==> src/rtl/ctr_back_sched.sv <==
// ctr_back_sched: BCH back-end scheduler sequencing KES then Chien per codeword over ping-pong syndrome buffers
module ctr_back_sched #(
  parameter int PARALLELISM     = 3,
  parameter int CNT_BIT_LEN     = 10,
  parameter int KES_CLK_CYCLE   = 20,
  parameter int CHIEN_CLK_CYCLE = 1023
) (
  input  logic clk,
  input  logic in_ctr_Srst_n,
  input  logic in_ctr_en,
  input  logic in_ctr_front_done,
  output logic out_ctr_front_stall,
  output logic out_ctr_wr_sel,
  output logic out_ctr_rd_sel,
  output logic out_ctr_kes_init,
  output logic out_ctr_kes_en,
  output logic out_ctr_kes_done,
  output logic out_ctr_chien_init,
  output logic out_ctr_chien_en,
  output logic out_ctr_done,
  output logic out_ctr_busy,
  output logic out_ctr_ovf
);
  localparam int CHIEN_STEPS = (CHIEN_CLK_CYCLE + PARALLELISM - 1) / PARALLELISM;
  localparam logic [CNT_BIT_LEN-1:0] KES_LAST = CNT_BIT_LEN'(KES_CLK_CYCLE);
  localparam logic [CNT_BIT_LEN-1:0] CHIEN_LAST = CNT_BIT_LEN'(CHIEN_STEPS);
  localparam logic [CNT_BIT_LEN-1:0] CNT_ONE = CNT_BIT_LEN'(1);
  localparam logic [1:0] IDLE = 2'd0, KES = 2'd1, CHIEN = 2'd2;
  logic [1:0] state_q, state_d, pend_q, pend_d;
  logic [CNT_BIT_LEN-1:0] cnt_q, cnt_d;
  logic wr_sel_q, wr_sel_d, rd_sel_q, rd_sel_d, ovf_q, ovf_d;
  logic in_kes, in_chien, kes_last, chien_last, launch, accept;
  always_comb begin
    in_kes = in_ctr_en & (state_q == KES);
    in_chien = in_ctr_en & (state_q == CHIEN);
    kes_last = in_kes & (cnt_q == KES_LAST);
    chien_last = in_chien & (cnt_q == CHIEN_LAST);
    launch = in_ctr_en & ((pend_q != 2'd0) | in_ctr_front_done) & ((state_q == IDLE) | chien_last);
    accept = in_ctr_en & in_ctr_front_done & ((pend_q != 2'd2) | launch);
    pend_d = pend_q + {1'b0, accept} - {1'b0, launch};
    wr_sel_d = wr_sel_q ^ accept;
    rd_sel_d = rd_sel_q ^ launch;
    ovf_d = ovf_q | (in_ctr_en & in_ctr_front_done & !accept);
    state_d = !in_ctr_en ? state_q : launch ? KES : kes_last ? CHIEN : chien_last ? IDLE : state_q;
    cnt_d = !in_ctr_en ? cnt_q
          : (launch | kes_last) ? CNT_ONE
          : chien_last ? '0
          : (state_q != IDLE) ? cnt_q + CNT_ONE : cnt_q;
  end
  always_ff @(posedge clk) begin
    if (!in_ctr_Srst_n) begin
      state_q <= IDLE;
      cnt_q <= '0;
      pend_q <= 2'd0;
      wr_sel_q <= 1'b0;
      rd_sel_q <= 1'b0;
      ovf_q <= 1'b0;
    end else begin
      state_q <= state_d;
      cnt_q <= cnt_d;
      pend_q <= pend_d;
      wr_sel_q <= wr_sel_d;
      rd_sel_q <= rd_sel_d;
      ovf_q <= ovf_d;
    end
  end
  assign out_ctr_front_stall = pend_q == 2'd2;
  assign out_ctr_wr_sel = wr_sel_q;
  assign out_ctr_rd_sel = rd_sel_q;
  assign out_ctr_kes_init = in_kes & (cnt_q == CNT_ONE);
  assign out_ctr_kes_en = in_kes;
  assign out_ctr_kes_done = kes_last;
  assign out_ctr_chien_init = in_chien & (cnt_q == CNT_ONE);
  assign out_ctr_chien_en = in_chien;
  assign out_ctr_done = chien_last;
  assign out_ctr_busy = state_q != IDLE;
  assign out_ctr_ovf = ovf_q;
endmodule

==> config.mk <==
export PLATFORM = sky130hd
export DESIGN_NAME = ctr_back_sched
export DESIGN_NICKNAME = d
export VERILOG_FILES = /design/src/rtl/ctr_back_sched.sv
export SDC_FILE = /design/constraint.sdc
export NUM_CORES = 1
export LEC_CHECK = 0
export CORE_UTILIZATION = 45
export CTS_CLUSTER_SIZE = 14
export DETAILED_ROUTE_END_ITERATION = 6
export PLACE_DENSITY = 0.71
export SETUP_SLACK_MARGIN = 0.3
export SYNTH_ARGS = -nofsm -noshare
export SYNTH_HDL_FRONTEND = slang
export SYNTH_SLANG_ARGS = --single-unit
==> constraint.sdc <==
create_clock -name clk -period 2.1 [get_ports clk]
set_clock_uncertainty 0.05 [all_clocks]
set_input_delay 0.42 -clock clk [delete_from_list [all_inputs] [get_ports clk]]
set_output_delay 0.42 -clock clk [all_outputs]
set_load 0.03 [all_outputs]
-- Word level (Yosys, flattened, before mapping)
Cells that the tools add are included.
- flip-flop bits (word level): 17
- logic and storage cells: 48
- input port bits: 4
- output and inout bits: 11
- reductions and logical operators: 8
- equality and inequality tests: 7
- muxes and demuxes: 6
- bitwise gates (word level): 18
- add/sub/neg operators: 3
- operator list (operator ; count):
    2-to-1 mux 10 bit ; 3
    AND 1 bit ; 11
    adder 10 x 1 -> 10 bit (second input constant) ; 1
    == test 10 x 1 -> 1 bit (second input constant) ; 1
    == test 10 x 5 -> 1 bit (second input constant) ; 1
    == test 10 x 9 -> 1 bit (second input constant) ; 1
    2-to-1 mux 2 bit ; 3
    nonzero test 3 bit ; 2
    OR 1 bit ; 5
    == test 2 bit (second input constant) ; 2
    AND reduction 2 bit ; 2
    nonzero test 2 bit ; 2
    adder 2 x 1 -> 2 bit ; 1
    == test 2 x 1 -> 1 bit (second input constant) ; 1
    logical NOT 2 bit ; 1
    inequality test 2 bit (second input constant) ; 1
    subtractor 2 x 1 -> 2 bit ; 1
    bitwise XOR 1 bit ; 2
    logical NOT 1 bit ; 1

-- Longest topological paths before layout
- depth after elaboration: 10
- gate-level depth with buffers: 10
- depth with buffers taken out: 10

-- Worst setup path after synthesis
Ideal clock, no wire load.
- path kind: input-to-reg
- from: input port in_ctr_en
- to: register pend_q[1]
- buffers on the path: 1
- arrival time: 2.075 ns
- library setup time: 0.117 ns
- stages on the path: 9
- required time: 1.933 ns
- slack: -0.142 ns
- cells stage by stage: buf_6 -> nand4b_1 -> o41ai_4 -> and2_1 -> o31ai_1 -> ha_1 -> xor2_1 -> nand3_1 -> nor3b_1
- longest elaborated chain between the ends: 8
- elaborated cells on any way between the ends: 10
- classes of those cells: 2 x add/sub; 8 x bitwise
- ends and longest elaborated chain (item ; line ; RTL):
    from (decl) ; 10 ; input logic in_ctr_en,
    AND 1 bit ; 35 ; in_chien = in_ctr_en & (state_q == CHIEN);
    AND 1 bit ; 37 ; chien_last = in_chien & (cnt_q == CHIEN_LAST);
    OR 1 bit ; 38 ; launch = in_ctr_en & ((pend_q != 2'd0) | in_ctr_front_done) & ((state_q == IDLE) | chien_last);
    AND 1 bit ; 38 ;
    OR 1 bit ; 39 ; accept = in_ctr_en & in_ctr_front_done & ((pend_q != 2'd2) | launch);
    AND 1 bit ; 39 ;
    adder 2 x 1 -> 2 bit ; 40 ; pend_d = pend_q + {1'b0, accept} - {1'b0, launch};
    subtractor 2 x 1 -> 2 bit (*) ; 40 ;
    to (signal assigned) ; 61 ; pend_q <= pend_d;
    to (decl) ; 29 ; logic [1:0] state_q, state_d, pend_q, pend_d;
Every way passes the cells marked *; elsewhere a longest branch is shown, timed or not.
A chain may end at the register's enable or synchronous reset.

-- Worst setup path in the final report
- from: register cnt_q[3]
- to: output port out_ctr_done
- longest elaborated chain between the ends: 2
- ends and longest elaborated chain (item ; line ; RTL):
    from (decl) ; 30 ; logic [CNT_BIT_LEN-1:0] cnt_q, cnt_d;
    from (signal assigned) ; 60 ; cnt_q <= cnt_d;
    == test 10 x 9 -> 1 bit ; 37 ;
    AND 1 bit ; 37 ;
    to (decl) ; 20 ; output logic out_ctr_done,
No other way between the ends.

==> impl_metrics.tcl <==
set metrics [dict create \
    status "completed" \
    post-route-drc-count 0 \
    instances_no_fill 208 \
    syn-cell-area_um2 1136 \
    cp-startpoint "cnt_q[3]" \
    layout-drive-gt1-share_pct 47.22 \
    cp.required_ps 1630 \
    async_reset_ff_share_pct 0 \
    cts.sinks 17 \
    track_usage_pct 27.38 \
    seq_power_share_pct 45.6 \
    design_area_um2 1707 \
    area_growth_pct 50.22 \
    worstPathArrival_ps 1620 \
    synth_edf_count 0 \
    clk_path_buf_depth 2 \
    antenna_found_initial 0 \
    p_per_area_nw_per_um2 468.7 \
    finalCritPeriodShare_pct 99.60 \
    hold_buffers 0 \
    routed_wl_um 3423 \
    place_inst 194 \
    reg2reg_from "cnt_q[3]" \
    grt_pass1_wl_um 5340 \
    endpoint_kind "output port" \
    grt_max_degree 17 \
    cp_max_fo 2 \
    vias_per_cell 6.005 \
    hp-start "out_ctr_ovf" \
    dieArea_um2 2730 \
    antenna_left 0 \
    io_pins 15 \
    cts.clk_slew.worst_paths_ps 100 \
    yosys_warnings 0 \
    drtPass1Iterations 4 \
    pre_cts_ws_ps -394.1 \
    grt_pass1_vias 1191 \
    relSlewSlack_pct 78.10 \
    cts_max_level 1 \
    syn_nets 138 \
    fin_nets 189 \
    synth.avg_cell_area_um2 8.739 \
    rsz0062_at_grt "yes" \
    coreArea_um2 2297 \
    ys_seq_area_share_pct 29.96 \
    p_clk_share_pct 23.4 \
    syn_inst 130 \
    setup_viol 0 \
    die_h_um 52.25 \
    setup_slack_ps 8.332 \
    slew_viol_final 0 \
    ys_ff_latch 17 \
    yosysUniqueCellTypes 40 \
    cts_tree "yes" \
    crit_type "flop to output port" \
    die_w_um 52.25 \
    p_switching_w 0.0002680 \
    leakagePower_nw 0.7022 \
    clk_root_buffer_cell "clkbuf_4" \
    hold_path.class "flop to flop" \
    antenna_cells 0 \
    rows 17 \
    drv_cap 0 \
    gp_congestion 0.8866 \
    final-hold-violation-count 0 \
    dpl.hpwl_um 2336 \
    post-route-min-period_ps 2092 \
    clkLatencyLatePin_ps 310 \
    vdd_drop_max_uv 458.3 \
    startpoint_type "flop" \
    cts_buffers 3 \
    combPwrFrac_pct 31.0 \
    routedWlPerCell_um 16.46 \
    p_sw_share_pct 33.51 \
    port_buffers 14 \
    worst_slew_pin_slew_ps 327.3 \
    via_count 1249 \
    placed_area_um2 1465 \
    dr.first_iter.drc_count 35 \
    synthFlopType "dfxtp_1" \
    initial_utilization_pct 49.46 \
    overflow 0 \
    intPower_w 0.0005319 \
    fmax_ghz 0.4781 \
]
==> power groups by stage <==
stage | clock network [W] | registers (W) | logic [W]
4_1_cts | 0.000195 | 0.000362 | 0.000228
2_1_floorplan | 0 | 0.000373 | 0.000124
6_report | 0.000187 | 0.000364 | 0.000248
3_3_place_gp | 0 | 0.000365 | 0.000215
5_1_grt | 0.000211 | 0.000366 | 0.000264
3_5_place_dp | 0 | 0.000366 | 0.000218
==> cells by family (layout without fill, tap and decap cells) <==
kind of cell / count (synthesis) / count (layout) / share of synthesized area, %
compound gates: 34 / 34 / 26.10
xor+xnor: 1 / 1 / 0.7711
fa+ha+maj: 4 / 4 / 4.405
buf+inv: 16 / 66 / 7.929
flops: 17 / 17 / 29.96
simple gates: 58 / 58 / 30.84
==> Yosys cell counts, types with 2 or more instances <==
cell type / count / area share [%]
dfxtp_1: 17 / 30
nand3_1: 15 / 6.6
inv_1: 9 / 3.0
nand2_1: 8 / 2.6
nor2_1: 6 / 2.0
o21ai_0: 6 / 2.6
o311ai_0: 6 / 4.6
ha_1: 4 / 4.4
o2111ai_1: 4 / 3.1
a21oi_1: 3 / 1.3
and3_1: 3 / 1.7
buf_6: 3 / 3.0
nand4_1: 3 / 1.7
nor3b_1: 3 / 2.0
nor4_1: 3 / 1.7
o211ai_1: 3 / 2.0
o21a_1: 3 / 2.0
o31ai_1: 3 / 2.0
and2_1: 2 / 1.1
buf_4: 2 / 1.3
clkbuf_1: 2 / 0.66
nand4b_1: 2 / 1.5
o41ai_4: 2 / 4.8
or2_2: 2 / 1.1
==> routing by layer <==
layer | wire length [µm] | track usage [%]
met3 | 209 | 6.377
met5 | 0 | 0
met1 | 1481 | 34.22
met2 | 1655 | 45.51
met4 | 78 | 10.09
==> registers in the layout, summed over array words and instances, names as in the netlist <==
| signal | flops |
|---|---|
| cnt_q | 10 |
| out_ctr_ovf | 1 |
| out_ctr_rd_sel | 1 |
| out_ctr_wr_sel | 1 |
| pend_q | 2 |
| state_q | 2 |
==> path summary, 6_finish.rpt <==
| kind | to | slack [ps] | cells past startpoint |
|---|---|---|---|
| max | out_ctr_done | 8 | 4 |
| min | out_ctr_ovf | 420 | 1 |
| max reg2reg | pend_q[1] | 20 | 9 |
| min reg2reg | out_ctr_ovf | 420 | 1 |
==> cell type report <==
| type | count | area, µm² |
|---|---|---|
| Clock buffer | 4 | 26.28 |
| Fill cell | 168 | 590.6 |
| Inverter | 9 | 33.78 |
| Multi-Input combinational cell | 97 | 814.5 |
| Sequential cell | 17 | 351.6 |
| Tap cell | 28 | 35.03 |
| Timing Repair Buffer | 53 | 445.4 |
==> through the flow <==
stage | utilization [%] | setup TNS [ps] | hold slack (ps) | total power [W]
2_1_floorplan | - | -140.5 | 440.2 | 0.0004963
3_3_place_gp | 63.78 | -758.1 | 395.5 | 0.0005801
3_5_place_dp | 63.78 | -1135 | 403.9 | 0.0005845
4_1_cts | 70.42 | -143.7 | 430.0 | 0.0007857
5_1_grt | 74.29 | -97.83 | 456.3 | 0.0008417
6_report | 74.29 | 0 | 419.4 | 0.0007999
==> layout by cell type, fill, tap and decap left out, drive strengths merged, types with 2 or more instances in the layout <==
| cell | Yosys | layout |
|---|---|---|
| nor3b | 3 | 3 |
| o211ai | 3 | 3 |
| nor2 | 6 | 6 |
| clkbuf | 2 | 4 |
| nor4 | 4 | 4 |
| and3 | 3 | 3 |
| o31ai | 3 | 3 |
| a21oi | 3 | 3 |
| o311ai | 6 | 6 |
| ha | 4 | 4 |
| inv | 9 | 9 |
| o21ai | 7 | 7 |
| nand3 | 15 | 15 |
| or2 | 2 | 2 |
| dlymetal6s2s | 0 | 2 |
| or3 | 2 | 2 |
| nand4 | 3 | 3 |
| dlygate4sd2 | 0 | 3 |
| nand4b | 2 | 2 |
| o21a | 3 | 3 |
| and4 | 2 | 2 |
| o41ai | 2 | 2 |
| nand2 | 8 | 8 |
| dfxtp | 17 | 17 |
| and2 | 2 | 2 |
| buf | 5 | 46 |
| o2111ai | 4 | 4 |
==> timing repair <==
| item | in CTS | in global routing |
|---|---|---|
| hold endpoints to repair | 0 | 0 |
| pin swaps | 12 | 9 |
| setup endpoints to repair | 19 | 19 |
| buffers inserted | 5 | 5 |
| resized for setup | 37 | 16 |
==> critical path, cell delays in order, from the launching register on <==
cell     delay (ps)
dfxtp_2         330
or3_4           410
buf_4           160
nor4_4          240
buf_6           170
(Power assumes the default switching activity.)
